<file path="config.mk">
export PLATFORM = sky130hd
export DESIGN_NAME = lsu
export DESIGN_NICKNAME = d
export VERILOG_FILES = /design/src/rtl/lsu_pkg.sv /design/src/rtl/lsu_align.sv /design/src/rtl/lsu.sv
export SDC_FILE = /design/constraint.sdc
export NUM_CORES = 1
export LEC_CHECK = 0
export BUFFER_PORTS_ARGS = -buffer_cell sky130_fd_sc_hd__buf_2
export CORE_ASPECT_RATIO = 2
export CORE_MARGIN = 3
export CORE_UTILIZATION = 40
export CTS_CLUSTER_DIAMETER = 50
export DETAILED_ROUTE_END_ITERATION = 10
export PLACE_DENSITY_LB_ADDON = 0.2
export SYNTH_ARGS = -nofsm -noshare
export SYNTH_HDL_FRONTEND = slang
export SYNTH_SLANG_ARGS = --single-unit
</file>
<file path="constraint.sdc">
create_clock -name clk -period 2.18 [get_ports clk]
set_input_delay 0.436 -clock clk [delete_from_list [all_inputs] [get_ports clk]]
set_output_delay 0.436 -clock clk [all_outputs]
set_load 0.005 [all_outputs]
</file>
<file path="src/rtl/lsu_pkg.sv">
// Shared definitions for the load/store unit: mem_op bit indices, op classes,
// byte-strobe constants and the LSU state encoding.
package lsu_pkg;

    localparam int unsigned MEM_LB  = 0;
    localparam int unsigned MEM_LH  = 1;
    localparam int unsigned MEM_LW  = 2;
    localparam int unsigned MEM_LBU = 3;
    localparam int unsigned MEM_LHU = 4;
    localparam int unsigned MEM_SB  = 5;
    localparam int unsigned MEM_SH  = 6;
    localparam int unsigned MEM_SW  = 7;

    localparam logic [7:0] LOAD_OPS  = 8'h1F;
    localparam logic [7:0] STORE_OPS = 8'hE0;

    localparam logic [3:0] STRB_B = 4'b0001;
    localparam logic [3:0] STRB_H = 4'b0011;
    localparam logic [3:0] STRB_W = 4'b1111;

    typedef enum logic [1:0] {
        S_IDLE,
        S_BUS,
        S_RESP
    } state_t;

endpackage

</file>
<file path="src/rtl/lsu_align.sv">
// Combinational lane logic: op legality, alignment, store strobes/lane data
// and sign/zero extension of the loaded word.
module lsu_align
    import lsu_pkg::*;
(
    input  logic [7:0]  op,
    input  logic [1:0]  addr_lo,
    input  logic        store,
    input  logic [31:0] wdata,
    input  logic [31:0] bus_rdata,
    output logic [3:0]  wstrb,
    output logic [31:0] lane_wdata,
    output logic [31:0] ext_rdata,
    output logic        misalign,
    output logic        illegal
);
    logic        onehot;
    logic [31:0] sh_rdata;

    always_comb begin
        onehot   = (op != '0) && ((op & (op - 8'd1)) == '0);
        illegal  = !onehot || (store ? |(op & LOAD_OPS) : |(op & STORE_OPS));
        misalign = ((op[MEM_LH] | op[MEM_LHU] | op[MEM_SH]) & addr_lo[0]) |
                   ((op[MEM_LW] | op[MEM_SW]) & (|addr_lo));

        wstrb      = '0;
        lane_wdata = '0;
        if (op[MEM_SB]) begin
            wstrb      = STRB_B << addr_lo;
            lane_wdata = {4{wdata[7:0]}};
        end else if (op[MEM_SH]) begin
            wstrb      = STRB_H << {addr_lo[1], 1'b0};
            lane_wdata = {2{wdata[15:0]}};
        end else if (op[MEM_SW]) begin
            wstrb      = STRB_W;
            lane_wdata = wdata;
        end

        // Halfword ops are only used when aligned, so the byte shift also selects the half.
        sh_rdata  = bus_rdata >> {addr_lo, 3'b000};
        ext_rdata = '0;
        if (op[MEM_LB])       ext_rdata = {{24{sh_rdata[7]}}, sh_rdata[7:0]};
        else if (op[MEM_LH])  ext_rdata = {{16{sh_rdata[15]}}, sh_rdata[15:0]};
        else if (op[MEM_LW])  ext_rdata = bus_rdata;
        else if (op[MEM_LBU]) ext_rdata = {24'd0, sh_rdata[7:0]};
        else if (op[MEM_LHU]) ext_rdata = {16'd0, sh_rdata[15:0]};
    end

endmodule

</file>
<file path="src/rtl/lsu.sv">
// Load/store unit: one data-memory transaction per request over a req/ack bus,
// with legality/alignment checks, bus timeout and a one-cycle response.
module lsu
    import lsu_pkg::*;
#(
    parameter int unsigned TIMEOUT = 16,
    parameter int unsigned CW      = 8
) (
    input  logic        clk,
    input  logic        rst,
    input  logic        load,
    input  logic        store,
    input  logic [7:0]  mem_op,
    input  logic [31:0] addr,
    input  logic [31:0] wdata,
    output logic        stall,
    output logic        resp_valid,
    output logic [31:0] rdata,
    output logic        misalign,
    output logic        bus_err,
    output logic        bus_req,
    output logic        bus_we,
    output logic [31:0] bus_addr,
    output logic [3:0]  bus_wstrb,
    output logic [31:0] bus_wdata,
    input  logic        bus_ack,
    input  logic [31:0] bus_rdata
);
    localparam logic [CW-1:0] TMO_LAST = CW'(TIMEOUT - 1);

    state_t          state, next_state;
    logic [7:0]      op_q;
    logic [31:0]     addr_q, wdata_q, rdata_q;
    logic            store_q, err_q, misalign_q;
    logic [CW-1:0]   cnt;
    logic            idle, req, reject;
    logic [7:0]      a_op;
    logic [1:0]      a_lo;
    logic            a_store;
    logic [31:0]     a_wdata;
    logic [3:0]      wstrb;
    logic [31:0]     lane_wdata, ext_rdata;
    logic            al_misalign, al_illegal;

    assign idle = (state == S_IDLE);
    assign req  = load | store;

    // The aligner checks the live request while idle and the captured one afterwards.
    assign a_op    = idle ? mem_op     : op_q;
    assign a_lo    = idle ? addr[1:0]  : addr_q[1:0];
    assign a_store = idle ? store      : store_q;
    assign a_wdata = idle ? wdata      : wdata_q;
    assign reject  = (load & store) | al_illegal;

    lsu_align u_align (
        .op         (a_op),
        .addr_lo    (a_lo),
        .store      (a_store),
        .wdata      (a_wdata),
        .bus_rdata  (bus_rdata),
        .wstrb      (wstrb),
        .lane_wdata (lane_wdata),
        .ext_rdata  (ext_rdata),
        .misalign   (al_misalign),
        .illegal    (al_illegal)
    );

    always_ff @(posedge clk or negedge rst) begin
        if (!rst) state <= S_IDLE;
        else      state <= next_state;
    end

    always_comb begin
        next_state = state;
        case (state)
            S_IDLE:  if (req) next_state = (reject || al_misalign) ? S_RESP : S_BUS;
            S_BUS:   if (bus_ack || cnt == TMO_LAST) next_state = S_RESP;
            S_RESP:  next_state = S_IDLE;
            default: next_state = S_IDLE;
        endcase
    end

    always_ff @(posedge clk or negedge rst) begin
        if (!rst) begin
            op_q       <= '0;
            addr_q     <= '0;
            wdata_q    <= '0;
            store_q    <= 1'b0;
            err_q      <= 1'b0;
            misalign_q <= 1'b0;
            rdata_q    <= '0;
            cnt        <= '0;
        end else begin
            case (state)
                S_IDLE: if (req) begin
                    op_q       <= mem_op;
                    addr_q     <= addr;
                    wdata_q    <= wdata;
                    store_q    <= store;
                    cnt        <= '0;
                    err_q      <= reject;
                    misalign_q <= !reject && al_misalign;
                    if (reject || al_misalign) rdata_q <= '0;
                end
                S_BUS: begin
                    if (bus_ack) begin
                        rdata_q <= store_q ? '0 : ext_rdata;
                    end else if (cnt == TMO_LAST) begin
                        err_q   <= 1'b1;
                        rdata_q <= '0;
                    end else begin
                        cnt <= cnt + 1'b1;
                    end
                end
                default: ;
            endcase
        end
    end

    assign stall      = (idle & req) | (state == S_BUS);
    assign resp_valid = (state == S_RESP);
    assign misalign   = resp_valid & misalign_q;
    assign bus_err    = resp_valid & err_q;
    assign rdata      = rdata_q;
    assign bus_req    = (state == S_BUS);
    assign bus_we     = bus_req & store_q;
    assign bus_addr   = bus_req ? {addr_q[31:2], 2'b00} : '0;
    assign bus_wstrb  = bus_req ? wstrb : '0;
    assign bus_wdata  = bus_req ? lane_wdata : '0;

endmodule
</file>
==> flow_summary_export.csv, run 1 <==
group,metric,value,unit
placed_design,post-dp-hpwl,19000,um
routing,detail_route.wl_per_cell,20.3,um
global_routing,number_of_antenna_violations_at_the_first_check_in_global_routing,1,
critical_path,critPathCaptureType,"output port",
global_routing,number_of_global_route_vias_before_repair,7752,
die,die_area,19300,um2
die,io_pins,215,
layout,most-common-layout-cells,"sky130_fd_sc_hd__nand2_1, sky130_fd_sc_hd__buf_2, sky130_fd_sc_hd__dfrtp_1, sky130_fd_sc_hd__buf_4, sky130_fd_sc_hd__buf_6",
timing,max_clock_freq,381,MHz
global_routing,grt-ovfl-total,0,
yosys,synth.avg_cell_area,8.30,um2
power_and_ir_drop,power.leakage,5.74,nW
placed_design,post-place-ws,-0.589,ns
layout,layout_commonest_cell,"sky130_fd_sc_hd__nand2_1",
timing,worst_clk_skew,0.00780,ns
timing,tns,-27.39,ns
critical_path,critPathKind,"register to output port",
cts,tritoncts,"built",
timing,unrepaired_setup_endpoints_after_global_routing,"yes",
cts,cts_hold_buffers,0,
layout,post-route-cell-area,11000,um2
status,failed_checks,"negative hold slack, negative setup slack",
critical_path,crit_top_cell,"sky130_fd_sc_hd__buf_6",
placed_design,place_inst,1298,
routing,drc,0,
die,dieHeight,193,um
timing,final.period_utilization,120,%
cts,ctsHtreeMaxLevel,4,
cts,cts-buffers-inserted,17,
yosys,synthesis.instances,846,
layout,nNetsFinal,1253,
yosys,synthesized_cell_area,7020,um2
critical_path,worst_path_max_delay_cell,"sky130_fd_sc_hd__dfrtp_2",
timing,setup_slack,-0.442,ns
critical_path,largest_stage_delay_on_the_critical_path,0.45,ns
flow_run,number_of_maximum_capacitance_constraint_violations,0,
yosys,yosys.area.top_type,"sky130_fd_sc_hd__dfrtp_1",
critical_path,timing.critical_path.fanout_max,6,
status,outcome,"complete, but fails checks",
yosys,postSynth.asyncResetShare,100,%
routing,detailedRoute.firstPassIterationCount,6,
die,floorplan.die.width,99.7,um
power_and_ir_drop,total_power,8.63,mW
min_path,min_path_type,"input pin to async pin",
critical_path,critical_path.n_buffers_inverters,4,
global_routing,grt_pass1_wl,41800,um
yosys,post_synthesis_sequential_area_ratio,41.7,%
placed_design,placedInstanceArea,8920,um2
timing,final_max_slew_viol_count,0,
die,placement_rows,68,
critical_path,crit_family,"buffers and inverters",
placed_design,gp_congestion,0.908,
yosys,synth_largest_type_area_fraction,41.7,%
critical_path,critical_path_required,1.74,ns
critical_path,worstPathCellList,"or2_4, buf_6, buf_12, a21oi_4, buf_6, mux2i_2, a21oi_1, buf_2",
routing,detail_route.wirelength,27700,um
cts,clock-root-buffer,"sky130_fd_sc_hd__clkbuf_16",
yosys,synth_ff_type,"sky130_fd_sc_hd__dfrtp_1",
global_routing,grt_util_all_layers,27.7,%
critical_path,critPathLaunchType,"register",
layout,final_core_density,63.6,%
yosys,count_of_cell_types_in_the_netlist,61,
layout,fill_cells,1475,
timing,max-slew-margin-rel,51.8,%
yosys,yosysWarnings,0,
timing,fin_worst_hold_slack,-0.00388,ns
timing,finalCriticalPeriod,2.62,ns
routing,post_drt_via_cell_ratio,5.58,
cts,cts.path.max_buffers,2,
routing,dr.first_iter.drc_count,308,
cts,clock_latency,0.42,ns
global_routing,largest_net_degree_at_the_start_of_global_routing,55,
die,start_util,40.7,%
yosys,ys_top_cells_by_area,"sky130_fd_sc_hd__dfrtp_1, sky130_fd_sc_hd__nand2_1, sky130_fd_sc_hd__a21oi_1, sky130_fd_sc_hd__and2_1, sky130_fd_sc_hd__a41o_1",
cts,clkSinkCount,117,
timing,tightest_slew,0.702,ns
routing,dr_total_vias,7623,
layout,drive_above_1_share,45.1,%
cts,clkSlewWorstSetupHoldPaths,0.06,ns
yosys,synth_seq_cells,117,
layout,area.growth.synth_to_final,56.3,%
placed_design,i_o_buffers,212,
timing,setup_viol_count_final,97,
routing,ant_nets,0,
layout,layoutNonFillerInstCount,1367,
yosys,synth_enable_flop_cells,0,
power_and_ir_drop,peakVddDrop,0.000566,V
critical_path,cp_data_arrival_time,2.19,ns
power_and_ir_drop,p_per_area,786,nW/um2
die,fp.coreArea,17300,um2
timing,final_hold_viol_count,3,
final timing paths:
check,depth (start not counted),end,startpoint,slack [ns]
hold / removal,1,rdata[23],rst,-0.004
hold reg to reg,2,addr_q[27],addr_q[27],0.47
min in group clk,3,addr_q[19],addr[19],0.20
setup reg to reg,11,rdata[21],state[1],-0.38
setup / recovery,8,bus_wdata[21],state[1],-0.44
max in group asynchronous,2,state[1],rst,1.53
registers in the layout (all words and copies together) (netlist names):
name / flops
misalign_q: 1
state: 2
op_q: 8
cnt: 8
err_q: 1
addr_q: 32
store_q: 1
rdata: 32
wdata_q: 32
synth_stat cells (8+ instances only):
cell,n
sky130_fd_sc_hd__nand2_1,267
sky130_fd_sc_hd__a22oi_1,9
sky130_fd_sc_hd__a22o_1,13
sky130_fd_sc_hd__a21oi_1,53
sky130_fd_sc_hd__a21o_1,17
sky130_fd_sc_hd__nor2_1,31
sky130_fd_sc_hd__o22ai_1,8
sky130_fd_sc_hd__nand3_1,18
sky130_fd_sc_hd__a22o_4,10
sky130_fd_sc_hd__inv_1,14
sky130_fd_sc_hd__and2_1,42
sky130_fd_sc_hd__mux2i_1,21
sky130_fd_sc_hd__o2111ai_1,8
sky130_fd_sc_hd__dfrtp_1,117
sky130_fd_sc_hd__o21ai_0,29
sky130_fd_sc_hd__a41o_1,23
sky130_fd_sc_hd__o211ai_1,10
sky130_fd_sc_hd__buf_2,11
sky130_fd_sc_hd__clkbuf_1,43
sky130_fd_sc_hd__nor4_1,8
area by class of cell:
| class | count | area [um2] | area share, % |
|---|---|---|---|
| Inverter | 14 | 55.1 | 0.501 |
| Antenna cell | 1 | 2.50 | 0.0228 |
| Multi-Input combinational cell | 651 | 4390 | 40.0 |
| Tap cell | 210 | 263 | 2.39 |
| Sequential cell | 117 | 2930 | 26.7 |
| Clock buffer | 20 | 437 | 3.98 |
| Timing Repair Buffer | 342 | 2700 | 24.6 |
| Clock inverter | 12 | 204 | 1.86 |
where the power goes:
group | switching, mW | leakage (nW) | internal, mW
sequential | 0.255 | 1.49 | 2.47
clock | 1.05 | 0.300 | 2.03
combinational | 1.61 | 3.95 | 1.21
layer usage:
layer | track usage, % | part of all wire [%] | up-vias | routed length, um
met2 | 49.7 | 54 | 289 | 15100
li1 | - | - | 3550 | -
met3 | 4.76 | 5.3 | 86 | 1470
met5 | 0 | 0 | - | 0
met1 | 29.6 | 35 | 3698 | 9560
met4 | 15.8 | 5.8 | 0 | 1600
cell families after synthesis:
group	after synthesis	synth area share, %
other	1	0.0534
adder cells (fa/ha/maj)	1	0.178
buffers and inverters	79	4.95
AO/OA/AOI/OAI	213	22.9
multiplexers	29	4.44
XOR/XNOR	6	0.748
flip-flops	117	41.7
AND/OR/NAND/NOR	400	25.1
repair_timing:
action / CTS / global route
pin swaps: 25 / 81
setup endpoints to repair: 104 / 108
resized for setup: 133 / 119
endpoints found under the hold margin: 0 / 0
gates cloned: 5 / 5
buffers inserted: 20 / 11
(Power assumes the default switching activity.)
==> inputs of run 2 (changes only) <==
- ABC_AREA: unset -> 1
- HOLD_SLACK_MARGIN: unset -> 0.05
- SYNTH_HIERARCHICAL: unset -> 1
==> run 2 against run 1 <==
Net effect:
- the flow finishes with violations (negative setup slack)
- core utilization shrank 6.1 points
- final area fell by 6.5%
- non-clock buffer count shrank 41
- sequential share of layout area grew 1.8 points
- count of clock-buffer cells in the layout stayed put
- combinational power grew 7.8%
- critical path type unchanged
- highest routed layer unchanged
==> flow_summary_export.csv, run 2 <==
group,metric,value,unit
global_routing,grtUsageMet1,24.1,%
status,outcome,"complete, but fails checks",
die,placement_rows,69,
placed_design,post-dp-hpwl,16700,um
routing,dr_total_vias,7882,
global_routing,grt-ovfl-total,0,
power_and_ir_drop,pwr-share-seq,31.5,%
cts,cts.path.max_buffers,2,
critical_path,critPathCaptureType,"output port",
cts,ctsHtreeMaxLevel,4,
cts,cts-buffers-inserted,17,
global_routing,gr-usage-met3,3.29,%
yosys,synthesis.instances,1109,
die,die_area,20000,um2
critical_path,crit_top_cell,"sky130_fd_sc_hd__buf_4",
placed_design,gp_congestion,0.917,
critical_path,worstPathCellList,"inv_2, nand2_4, buf_4, buf_12, nand2_1, o21ai_2, buf_4, nor2_4, inv_1, buf_4, o21ai_1, inv_1, nor2_1, buf_2",
timing,final_max_slew_viol_count,0,
routing,ant_nets,0,
layout,fill_cells,1770,
die,io_pins,215,
min_path,min_path_type,"input pin to register",
yosys,synth_seq_cells,117,
timing,worst_clk_skew,0.0134,ns
cts,clkSlewWorstSetupHoldPaths,0.06,ns
yosys,most_instantiated_cells_after_synthesis,"sky130_fd_sc_hd__nand2_1, sky130_fd_sc_hd__inv_1, sky130_fd_sc_hd__o21ai_0",
critical_path,worst_path_max_delay_cell,"sky130_fd_sc_hd__dfrtp_1",
cts,tritoncts,"built",
power_and_ir_drop,net_switching,2.95,mW
die,fp.coreArea,17900,um2
power_and_ir_drop,peakVddDrop,0.000562,V
critical_path,critical_path_required,1.74,ns
timing,setup_viol_count_final,72,
routing,post_drt_via_cell_ratio,4.92,
global_routing,grt_pass1_wl,36700,um
placed_design,place_inst,1539,
global_routing,busiest_layer,"met2",
critical_path,timing.critical_path.fanout_max,7,
die,dieHeight,197,um
global_routing,number_of_antenna_violations_at_the_first_check_in_global_routing,2,
routing,drc,0,
timing,max_clock_freq,373,MHz
die,floorplan.die.width,101,um
layout,drive_above_1_share,33.5,%
cts,clock-root-buffer,"sky130_fd_sc_hd__clkbuf_16",
routing,detailedRoute.firstPassIterationCount,7,
routing,detail_route.wirelength,23200,um
power_and_ir_drop,power.leakage,5.78,nW
global_routing,largest_net_degree_at_the_start_of_global_routing,85,
routing,detail_route.wl_per_cell,14.5,um
yosys,synthesized_cell_area,7290,um2
yosys,synth.most_common_cell,"sky130_fd_sc_hd__nand2_1",
timing,setup_slack,-0.502,ns
yosys,yosysWarnings,6,
timing,final.period_utilization,123,%
yosys,synth_ff_type,"sky130_fd_sc_hd__dfrtp_1",
critical_path,largest_stage_delay_on_the_critical_path,0.38,ns
placed_design,i_o_buffers,212,
global_routing,gr-usage-met2,43.9,%
yosys,synth_enable_flop_cells,0,
timing,final_hold_viol_count,0,
yosys,yosys.area.top_type,"sky130_fd_sc_hd__dfrtp_1",
cts,clock_latency,0.42,ns
yosys,synth.avg_cell_area,6.57,um2
critical_path,critPathKind,"register to output port",
layout,layout_commonest_cell,"sky130_fd_sc_hd__nand2_1",
cts,clkSinkCount,117,
yosys,ys_top_cells_by_area,"sky130_fd_sc_hd__dfrtp_1, sky130_fd_sc_hd__nand2_1, sky130_fd_sc_hd__o21ai_0, sky130_fd_sc_hd__inv_1, sky130_fd_sc_hd__nor2_1",
timing,unrepaired_setup_endpoints_after_global_routing,"yes",
placed_design,post-place-ws,-0.0864,ns
yosys,post_synthesis_sequential_area_ratio,40.2,%
yosys,count_of_cell_types_in_the_netlist,35,
yosys,postSynth.asyncResetShare,100,%
die,start_util,40.8,%
layout,layoutNonFillerInstCount,1601,
power_and_ir_drop,power_frac_comb,36.9,%
power_and_ir_drop,clock_power_share,31.7,%
critical_path,critPathLaunchType,"register",
routing,dr.first_iter.drc_count,329,
power_and_ir_drop,p_per_area,804,nW/um2
critical_path,cp_data_arrival_time,2.25,ns
layout,area.growth.synth_to_final,40.9,%
layout,most-common-layout-cells,"sky130_fd_sc_hd__nand2_1, sky130_fd_sc_hd__buf_2, sky130_fd_sc_hd__inv_1, sky130_fd_sc_hd__dfrtp_1, sky130_fd_sc_hd__o21ai_0",
yosys,synth_largest_type_area_fraction,40.2,%
power_and_ir_drop,power.share.switching,35.7,%
power_and_ir_drop,internal_power,5.30,mW
flow_run,number_of_maximum_capacitance_constraint_violations,0,
timing,finalCriticalPeriod,2.68,ns
global_routing,number_of_global_route_vias_before_repair,7726,
layout,nNetsFinal,1483,
global_routing,grt_util_all_layers,23.3,%
status,failed_checks,"negative setup slack",
## run 2: final timing paths
kind | slack, ns | to | start | depth (start not counted)
max in group asynchronous | 1.09 | rdata[11] | rst | 3
min in group asynchronous | 0.50 | addr_q[26] | rst | 2
hold reg to reg | 0.46 | rdata[22] | rdata[22] | 2
hold / removal | 0.23 | addr_q[28] | addr[28] | 3
setup / recovery | -0.50 | bus_wstrb[0] | state[0] | 14
setup reg to reg | -0.45 | rdata[16] | state[0] | 22
## run 2: per-stage QoR
step	power [mW]	setup TNS [ns]	utilization (%)	area (um2)	hold WS (ns)
finish	8.25	-28.95	57.4	10300	0.226
global route	8.76	-39.86	57.4	10300	0.227
floorplan	4.25	-4.24	-	7380	0.140
global placement	5.08	-2.21	50.0	8940	0.391
detailed placement	5.11	-2.51	50.0	8940	0.394
CTS	8.14	-21.30	56.1	10000	0.209
## run 2: layer usage
metal	vias to the layer above	routed length (um)
li1	3926	-
met1	3645	8300
met2	245	12900
met3	66	937
met4	0	1050
met5	-	0
## run 2: layout make-up
type                    instances  area (um2)  area share [%]
diodes                          2        5.00          0.0488
well taps                     213         267            2.60
multi-input cells             785        3790            36.9
clock inverters                12         108            1.05
inverters                     151         578            5.63
flip-flops and latches        117        2930            28.5
repair buffers                301        2150            21.0
clock buffers                  20         437            4.25
## run 2: critical path, delay by kind of cell (launching register included)
kind / cells / cell delay (ns)
AND/OR/NAND/NOR: 4 / 0.41
buffers and inverters: 8 / 0.91
AO/OA/AOI/OAI: 2 / 0.15
flip-flops: 1 / 0.38
## run 2: power by group through the flow
| stage | logic, mW | clock network, mW | registers (mW) |
|---|---|---|---|
| finish | 3.04 | 2.61 | 2.60 |
| global route | 3.37 | 2.77 | 2.63 |
| CTS | 2.87 | 2.67 | 2.59 |
| detailed placement | 2.49 | 0 | 2.62 |
| global placement | 2.46 | 0 | 2.61 |
| floorplan | 1.66 | 0 | 2.59 |
## run 2: logic make-up (layout without fill, tap and decap cells)
logic type / Yosys count / after routing / synth area share, %
AND/OR/NAND/NOR: 613 / 613 / 34.4
buffers and inverters: 208 / 484 / 12.9
AO/OA/AOI/OAI: 169 / 169 / 12.3
flip-flops: 117 / 117 / 40.2
adder cells (fa/ha/maj): 1 / 1 / 0.172
other: 1 / 4 / 0.0515
## run 2: timing repair
item	in CTS	in global routing
hold buffers	1	0
setup endpoints to repair	72	72
resized for setup	90	63
gates cloned	6	1
pin swaps	11	28
setup buffers	19	4
endpoints found under the hold margin	25	0
